## src/rtl/doorbell_mq.sv

```systemverilog
// doorbell_mq
// Multi-queue NVMe doorbell writer. Each SQ tail / CQ head source owns a
// pending latch that coalesces repeated requests. A round-robin arbiter picks
// one pending source at a time and issues a one-dword memory write to the
// controller doorbell region over the PCIe RQ AXI-Stream interface.
//
// Ports:
//   user_clk, user_reset  clock and synchronous active-high reset
//   user_lnk_up           link up; low acts exactly like user_reset
//   sq_req / sq_tail      per-queue SQ tail write request and tail values
//   cq_req / cq_head      per-queue CQ head write request and head values
//   sq_done / cq_done     one-cycle pulse when a source's doorbell write completes
//   s_axis_rq_*           RQ AXI-Stream master (tready bit 0 is the handshake)
//   db_state              current FSM state, for debug
module doorbell_mq #(
  parameter int          NUM_QUEUES          = 4,
  parameter int          C_DATA_WIDTH        = 128,
  parameter int          AXI4_RQ_TUSER_WIDTH = 62,
  parameter int          KEEP_WIDTH          = C_DATA_WIDTH / 32,
  parameter logic [63:0] BAR0_ADDR           = 64'h0,
  parameter logic [63:0] DB_BASE_OFFSET      = 64'h1000,
  parameter int          DSTRD               = 0
) (
  input  logic                           user_clk,
  input  logic                           user_reset,
  input  logic                           user_lnk_up,
  input  logic [NUM_QUEUES-1:0]          sq_req,
  input  logic [16*NUM_QUEUES-1:0]       sq_tail,
  input  logic [NUM_QUEUES-1:0]          cq_req,
  input  logic [16*NUM_QUEUES-1:0]       cq_head,
  output logic [NUM_QUEUES-1:0]          sq_done,
  output logic [NUM_QUEUES-1:0]          cq_done,
  output logic [C_DATA_WIDTH-1:0]        s_axis_rq_tdata,
  output logic [AXI4_RQ_TUSER_WIDTH-1:0] s_axis_rq_tuser,
  output logic [KEEP_WIDTH-1:0]          s_axis_rq_tkeep,
  output logic                           s_axis_rq_tlast,
  output logic                           s_axis_rq_tvalid,
  input  logic [3:0]                     s_axis_rq_tready,
  output logic [3:0]                     db_state
);

  localparam int          NSRC     = 2 * NUM_QUEUES;
  localparam int          SRC_W    = $clog2(NSRC);
  localparam bit          WIDE     = (C_DATA_WIDTH == 256);
  localparam logic [63:0] DB_BASE  = BAR0_ADDR + DB_BASE_OFFSET;
  localparam logic [SRC_W-1:0] LAST_SRC = SRC_W'(NSRC - 1);

  typedef enum logic [1:0] {
    ST_IDLE = 2'd0,
    ST_HDR  = 2'd1,
    ST_DATA = 2'd2,
    ST_DONE = 2'd3
  } state_t;

  state_t            state_r, state_nxt_s;
  logic              rst_s;
  logic              tready_s;
  logic              unused_tready_s;

  logic [NSRC-1:0]   req_s;
  logic [15:0]       new_val_s [NSRC];
  logic [NSRC-1:0]   pend_r;
  logic [15:0]       val_r [NSRC];

  logic [SRC_W-1:0]  rr_ptr_r, rr_nxt_s;
  logic [SRC_W-1:0]  cur_src_r;
  logic [15:0]       cur_val_r;
  logic              any_pend_s;
  logic [SRC_W-1:0]  sel_src_s;
  logic              grant_s;

  logic              emit_hdr_s, emit_data_s;
  logic [NSRC-1:0]   done_nxt_s, done_r;

  logic [SRC_W-1:0]  beat_src_s;
  logic [15:0]       beat_val_s;
  logic [63:0]       addr_s;
  logic [127:0]      desc_s;

  logic [C_DATA_WIDTH-1:0]        tdata_nxt_s;
  logic [KEEP_WIDTH-1:0]          tkeep_nxt_s;
  logic [AXI4_RQ_TUSER_WIDTH-1:0] tuser_nxt_s;
  logic                           tlast_nxt_s;
  logic                           tvalid_nxt_s;

  assign rst_s           = user_reset | ~user_lnk_up;
  assign tready_s        = s_axis_rq_tready[0];
  assign unused_tready_s = ^s_axis_rq_tready[3:1];
  assign db_state        = {2'b00, state_r};

  // Flatten the SQ/CQ request buses into source order s = 2q + c.
  always_comb begin
    req_s     = '0;
    new_val_s = '{default: 16'h0000};
    for (int q = 0; q < NUM_QUEUES; q++) begin
      req_s[2*q]       = sq_req[q];
      req_s[2*q+1]     = cq_req[q];
      new_val_s[2*q]   = sq_tail[16*q +: 16];
      new_val_s[2*q+1] = cq_head[16*q +: 16];
    end
  end

  // Split the per-source done pulses back onto the SQ/CQ buses.
  always_comb begin
    sq_done = '0;
    cq_done = '0;
    for (int q = 0; q < NUM_QUEUES; q++) begin
      sq_done[q] = done_r[2*q];
      cq_done[q] = done_r[2*q+1];
    end
  end

  // Pending latches: a new request always wins over the grant clear, so a
  // request landing in the grant cycle stays pending with its fresh value.
  always_ff @(posedge user_clk) begin
    if (rst_s) begin
      pend_r <= '0;
      val_r  <= '{default: 16'h0000};
    end else begin
      for (int s = 0; s < NSRC; s++) begin
        if (req_s[s]) begin
          pend_r[s] <= 1'b1;
          val_r[s]  <= new_val_s[s];
        end else if (grant_s && (sel_src_s == SRC_W'(s))) begin
          pend_r[s] <= 1'b0;
        end
      end
    end
  end

  // Round-robin search: first pending source at or after rr_ptr, wrapping.
  always_comb begin
    logic [SRC_W:0] sum_v;
    logic [SRC_W:0] idx_v;
    logic           hit_v;
    any_pend_s = 1'b0;
    sel_src_s  = '0;
    sum_v      = '0;
    idx_v      = '0;
    hit_v      = 1'b0;
    for (int i = 0; i < NSRC; i++) begin
      sum_v      = {1'b0, rr_ptr_r} + (SRC_W+1)'(i);
      idx_v      = (sum_v >= (SRC_W+1)'(NSRC)) ? (sum_v - (SRC_W+1)'(NSRC)) : sum_v;
      hit_v      = pend_r[idx_v[SRC_W-1:0]] & ~any_pend_s;
      sel_src_s  = hit_v ? idx_v[SRC_W-1:0] : sel_src_s;
      any_pend_s = any_pend_s | hit_v;
    end
  end

  // FSM next state, grant, done pulse and which beat to present next cycle.
  always_comb begin
    state_nxt_s = state_r;
    grant_s     = 1'b0;
    emit_hdr_s  = 1'b0;
    emit_data_s = 1'b0;
    done_nxt_s  = '0;
    rr_nxt_s    = rr_ptr_r;
    case (state_r)
      ST_IDLE: begin
        if (any_pend_s) begin
          state_nxt_s = ST_HDR;
          grant_s     = 1'b1;
          emit_hdr_s  = 1'b1;
        end else begin
          state_nxt_s = ST_IDLE;
        end
      end
      ST_HDR: begin
        if (tready_s) begin
          if (WIDE) begin
            state_nxt_s           = ST_DONE;
            done_nxt_s[cur_src_r] = 1'b1;
          end else begin
            state_nxt_s = ST_DATA;
            emit_data_s = 1'b1;
          end
        end else begin
          emit_hdr_s = 1'b1;
        end
      end
      ST_DATA: begin
        if (tready_s) begin
          state_nxt_s           = ST_DONE;
          done_nxt_s[cur_src_r] = 1'b1;
        end else begin
          emit_data_s = 1'b1;
        end
      end
      ST_DONE: begin
        state_nxt_s = ST_IDLE;
        rr_nxt_s    = (cur_src_r == LAST_SRC) ? '0 : (cur_src_r + SRC_W'(1));
      end
      default: begin
        state_nxt_s = ST_IDLE;
      end
    endcase
  end

  // Beat contents. In IDLE the source being granted is not latched yet, so
  // the header is built from the arbiter's choice directly.
  always_comb begin
    beat_src_s = (state_r == ST_IDLE) ? sel_src_s : cur_src_r;
    beat_val_s = (state_r == ST_IDLE) ? val_r[sel_src_s] : cur_val_r;
    addr_s     = DB_BASE + (64'(beat_src_s) << (2 + DSTRD));
    // {ecrc, attr, tc, rid_en, cpl_id, tag, req_id, poison, type, dwords, addr, at}
    desc_s     = {1'b0, 3'b000, 3'b000, 1'b0, 16'h0000, 8'h00, 16'h0000, 1'b0,
                  4'b0001, 11'd1, addr_s[63:2], 2'b00};
    tdata_nxt_s  = '0;
    tkeep_nxt_s  = '0;
    tuser_nxt_s  = '0;
    tlast_nxt_s  = 1'b0;
    tvalid_nxt_s = 1'b0;
    if (emit_hdr_s) begin
      tvalid_nxt_s = 1'b1;
      tuser_nxt_s  = AXI4_RQ_TUSER_WIDTH'(8'h0F);
      if (WIDE) begin
        tdata_nxt_s = C_DATA_WIDTH'({96'h0, 16'h0000, beat_val_s, desc_s});
        tkeep_nxt_s = KEEP_WIDTH'(8'h1F);
        tlast_nxt_s = 1'b1;
      end else begin
        tdata_nxt_s = C_DATA_WIDTH'(desc_s);
        tkeep_nxt_s = KEEP_WIDTH'(8'h0F);
        tlast_nxt_s = 1'b0;
      end
    end else if (emit_data_s) begin
      tvalid_nxt_s = 1'b1;
      tdata_nxt_s  = C_DATA_WIDTH'({16'h0000, beat_val_s});
      tkeep_nxt_s  = KEEP_WIDTH'(8'h01);
      tlast_nxt_s  = 1'b1;
      tuser_nxt_s  = '0;
    end else begin
      tvalid_nxt_s = 1'b0;
    end
  end

  // State, arbitration context and registered outputs share one edge.
  always_ff @(posedge user_clk) begin
    if (rst_s) begin
      state_r          <= ST_IDLE;
      rr_ptr_r         <= '0;
      cur_src_r        <= '0;
      cur_val_r        <= 16'h0000;
      done_r           <= '0;
      s_axis_rq_tdata  <= '0;
      s_axis_rq_tkeep  <= '0;
      s_axis_rq_tuser  <= '0;
      s_axis_rq_tlast  <= 1'b0;
      s_axis_rq_tvalid <= 1'b0;
    end else begin
      state_r  <= state_nxt_s;
      rr_ptr_r <= rr_nxt_s;
      if (grant_s) begin
        cur_src_r <= sel_src_s;
        cur_val_r <= val_r[sel_src_s];
      end
      done_r           <= done_nxt_s;
      s_axis_rq_tdata  <= tdata_nxt_s;
      s_axis_rq_tkeep  <= tkeep_nxt_s;
      s_axis_rq_tuser  <= tuser_nxt_s;
      s_axis_rq_tlast  <= tlast_nxt_s;
      s_axis_rq_tvalid <= tvalid_nxt_s;
    end
  end

endmodule
```

## config.mk

```make
export PLATFORM = sky130hd
export DESIGN_NAME = doorbell_mq
export DESIGN_NICKNAME = d
export VERILOG_FILES = /design/src/rtl/doorbell_mq.sv
export SDC_FILE = /design/constraint.sdc
export NUM_CORES = 1
export LEC_CHECK = 0
export CORE_ASPECT_RATIO = 0.5
export CORE_UTILIZATION = 47
export DETAILED_ROUTE_END_ITERATION = 7
export PLACE_DENSITY = 0.85
export SYNTH_ARGS = -nofsm -noshare
export SYNTH_HDL_FRONTEND = slang
export SYNTH_SLANG_ARGS = --single-unit
```

## constraint.sdc

```tcl
create_clock -name user_clk -period 4.1 [get_ports user_clk]
set_input_delay 0.615 -clock user_clk [delete_from_list [all_inputs] [get_ports user_clk]]
set_output_delay 0.615 -clock user_clk [all_outputs]
set_load 0.01 [all_outputs]
```

==> results.sh <==
export IMPL_criticalPathCategory="flip-flop to flip-flop"
export IMPL_critical_path_required_ps=4400
export IMPL_die_x_extent_um=212
export IMPL_crit_start="rr_ptr_r[0]$_SDFFE_PP0N_"
export IMPL_yosysWarningCount=0
export IMPL_async_flop_share_pct=0
export IMPL_worstPathArrival_ps=4230
export IMPL_remaining_drc_errors=0
export IMPL_clk_latency_ps=430
export IMPL_synth_top_cell_area_share_pct=36.1
export IMPL_grt_overflow_total=0
export IMPL_path_cells="inv_2, ha_4, buf_4, mux2_2, a221oi_4, a22o_1, nand4_1, or3_1, nand2_4, buf_12, mux2i_1, mux2i_1, a21oi_1"
export IMPL_routed_via_density=5.11
export IMPL_hold_start="cur_val_r[9]$_SDFFE_PP0P_"
export IMPL_mappedNetlistArea_um2=10400
export IMPL_placeableCoreArea_um2=21100
export IMPL_drt_total_wl_mm=25.9
export IMPL_number_of_maximum_capacitance_violations=0
export IMPL_dominantRegCellSynth="sky130_fd_sc_hd__dfxtp_1"
export IMPL_cts_root_to_sink_buffers=2
export IMPL_clk_root_buffer_cell="sky130_fd_sc_hd__clkbuf_16"
export IMPL_worst_hold_slack_ps=490
export IMPL_grt_pass1_wl_mm=39.6
export IMPL_synth_edf_count=0
export IMPL_design_area_um2=12300
export IMPL_gpl_final_weighted_congestion=0.883
export IMPL_placed_inst_area_um2=11600
export IMPL_hold_class="flip-flop to flip-flop"
export IMPL_tritoncts="built"
export IMPL_timing_critical_path_max_delay_family="multiplexers"
export IMPL_antenna_violations_before_repair=1
export IMPL_critical_path_startpoint_type="flip-flop"
export IMPL_mostFrequentLayoutCells="sky130_fd_sc_hd__mux2i_1 (241), sky130_fd_sc_hd__dfxtp_1 (187), sky130_fd_sc_hd__clkdlybuf4s50_1 (177), sky130_fd_sc_hd__conb_1 (170), sky130_fd_sc_hd__nor2_1 (155)"
export IMPL_port_buffers=177
export IMPL_final_min_clock_period_ps=3930
export IMPL_antenna_left=0
export IMPL_r2r_startpoint="rr_ptr_r[0]$_SDFFE_PP0N_"
export IMPL_cp_buffers_inverters=3
export IMPL_drt_wirelength_per_cell_um=17.0
export IMPL_clkTransAtPathRegs_ps=70
export IMPL_cpPeakStageDelay_ps=510
export IMPL_tightestPinTransition_ps=1220
export IMPL_average_size_of_a_mapped_cell_um2=9.52
export IMPL_finalSetupTns_ps=0
export IMPL_detail_route_iter0_violations=610
export IMPL_irDropWorstVdd_uv=219
export IMPL_finalSetupViolCount=0
export IMPL_post_layout_nonfiller_instances=1530
export IMPL_track_usage_pct=22.4
export IMPL_p_leak_uw=0.00518
export IMPL_synthesis_instances=1090
export IMPL_postCtsSetupBuffers=0
export IMPL_worst_path_max_fanout=23
export IMPL_finalNetCount=1375
export IMPL_first_global_vias=7499
export IMPL_timing_slew_headroom_pct=18.7
export IMPL_timing_fmax_ghz=0.254
export IMPL_final_period_utilization_pct=95.9
export IMPL_boundaryPins=351
export IMPL_dp_worst_setup_slack_ps=80.1
export IMPL_synth_top_cells_by_area="sky130_fd_sc_hd__dfxtp_1 (36%), sky130_fd_sc_hd__mux2i_1 (24%), sky130_fd_sc_hd__buf_4 (13%)"
export IMPL_floorplan_die_area_um2=22700
export IMPL_synth_seq_area_share_pct=36.1
export IMPL_worst_slack_ps=170
export IMPL_placement_rows=37
export IMPL_ctsHoldBuffers=0
export IMPL_drtPass1Iterations=6
export IMPL_post_route_cells_drive_above_1_share_pct=8.25
export IMPL_cts_max_level=4
export IMPL_outcome="finished clean"
export IMPL_worst_clock_skew_ps=10.0
export IMPL_most_common_cell_after_layout_fill_and_taps_aside="sky130_fd_sc_hd__mux2i_1"
export IMPL_yosysUniqueCellTypes=66
export IMPL_fillerInstances=1703
export IMPL_maxSlewViolCount=0
export IMPL_post_dp_hpwl_mm=18.8
export IMPL_ys_seq_elements=187
export IMPL_power_density_nw_per_um2=360
export IMPL_die_y_um=107
export IMPL_cpMaxStageDelayCell="sky130_fd_sc_hd__or3_1"
export IMPL_num_vias=7811
export IMPL_post_cts_resized=0
export IMPL_numClockSinks=187
export IMPL_critical_path_endpoint_type="flip-flop"
export IMPL_effective_utilization_at_floorplan_pct=49.3
export IMPL_grt_max_degree=80
export IMPL_placed_cells=1497
export IMPL_timing_critical_path_mode_cell="sky130_fd_sc_hd__mux2i_1"
export IMPL_syn2layout_area_growth_pct=18.4
export IMPL_cts_buffers_inserted=17
export IMPL_timing_hold_violations_final=0
export IMPL_grt_setup_unrepaired="false"
export IMPL_synth_largest_area_cell="sky130_fd_sc_hd__dfxtp_1"
==> power by group <==
| group | switching [µW] | total (µW) | internal (µW) |
|---|---|---|---|
| clock network | 795 | 1610 | 813 |
| logic | 473 | 878 | 405 |
| registers | 54.5 | 1940 | 1880 |
==> logic make-up after synthesis <==
family / after synthesis / share of synthesized area (%)
compound gates: 127 / 7.43
xor+xnor: 4 / 0.338
fa+ha+maj: 8 / 0.965
mux: 272 / 28.4
simple gates: 222 / 9.25
flops: 187 / 36.1
other cells: 1 / 0.0361
buf+inv: 269 / 17.5
==> worst min-delay path, cell delays in order (launching register included) <==
cell                      delay [ps]
sky130_fd_sc_hd__dfxtp_1         320
sky130_fd_sc_hd__nand2_1          60
sky130_fd_sc_hd__o32ai_1          70
==> per-layer routing <==
metal  vias up  GRT usage (%)  share of wire, %
met1      3768           27.1                41
li1       3656              -                 -
met5         -              0                 0
met4         0           8.90               2.4
met2       341           39.1                51
met3        46           4.34               6.2
==> path summary, 6_finish.rpt <==
kind,endpoint,slack [ps],cells after the start
setup / recovery,cur_val_r[3]$_SDFFE_PP0P_,170,13
hold / removal,cur_val_r[9]$_SDFFE_PP0P_,490,2
setup reg to reg,cur_val_r[3]$_SDFFE_PP0P_,170,13
hold reg to reg,cur_val_r[9]$_SDFFE_PP0P_,490,2
==> cell usage after synthesis, drive strengths merged, types with 2 or more instances <==
master,instances
o221ai,2
o31ai,2
or3,3
nor2,155
buf,210
ha,8
o211ai,3
a211oi,2
nor2b,6
dfxtp,187
clkbuf,43
mux2i,246
nand2,22
mux2,9
o22ai,3
nor4,2
xor2,3
o21bai,2
nand4b,2
nand2b,7
mux4,17
nand4,3
a22oi,8
o21ai,40
inv,16
a21oi,49
nor3,4
nand3,12
==> flip-flops by register name (all words and copies together) (netlist names) <==
| name | cells |
|---|---|
| val_r | 128 |
| cur_val_r | 16 |
| s_axis_rq_tdata | 16 |
| done_r | 8 |
| pend_r | 8 |
| cur_src_r | 3 |
| rr_ptr_r | 3 |
| state_r | 2 |
| s_axis_rq_tkeep | 1 |
| s_axis_rq_tlast | 1 |
| s_axis_rq_tvalid | 1 |
==> per-stage QoR <==
stage	util (%)	power, µW
global route	58.3	4580
finish	58.3	4420
floorplan	-	2660
global placement	55.2	2800
CTS	58.0	4420
detailed placement	55.2	2830
==> layout make-up <==
cell class	instances	area, µm²	share of cell area (%)
Timing Repair Buffer	199	2010	16.3
Multi-Input combinational cell	803	5520	44.9
Inverter	16	60.1	0.489
Clock inverter	15	159	1.29
Antenna cell	1	2.50	0.0204
Clock buffer	17	425	3.46
Tap cell	292	365	2.97
Sequential cell	187	3740	30.5
Note: power is estimated with default switching activity, not from simulation.
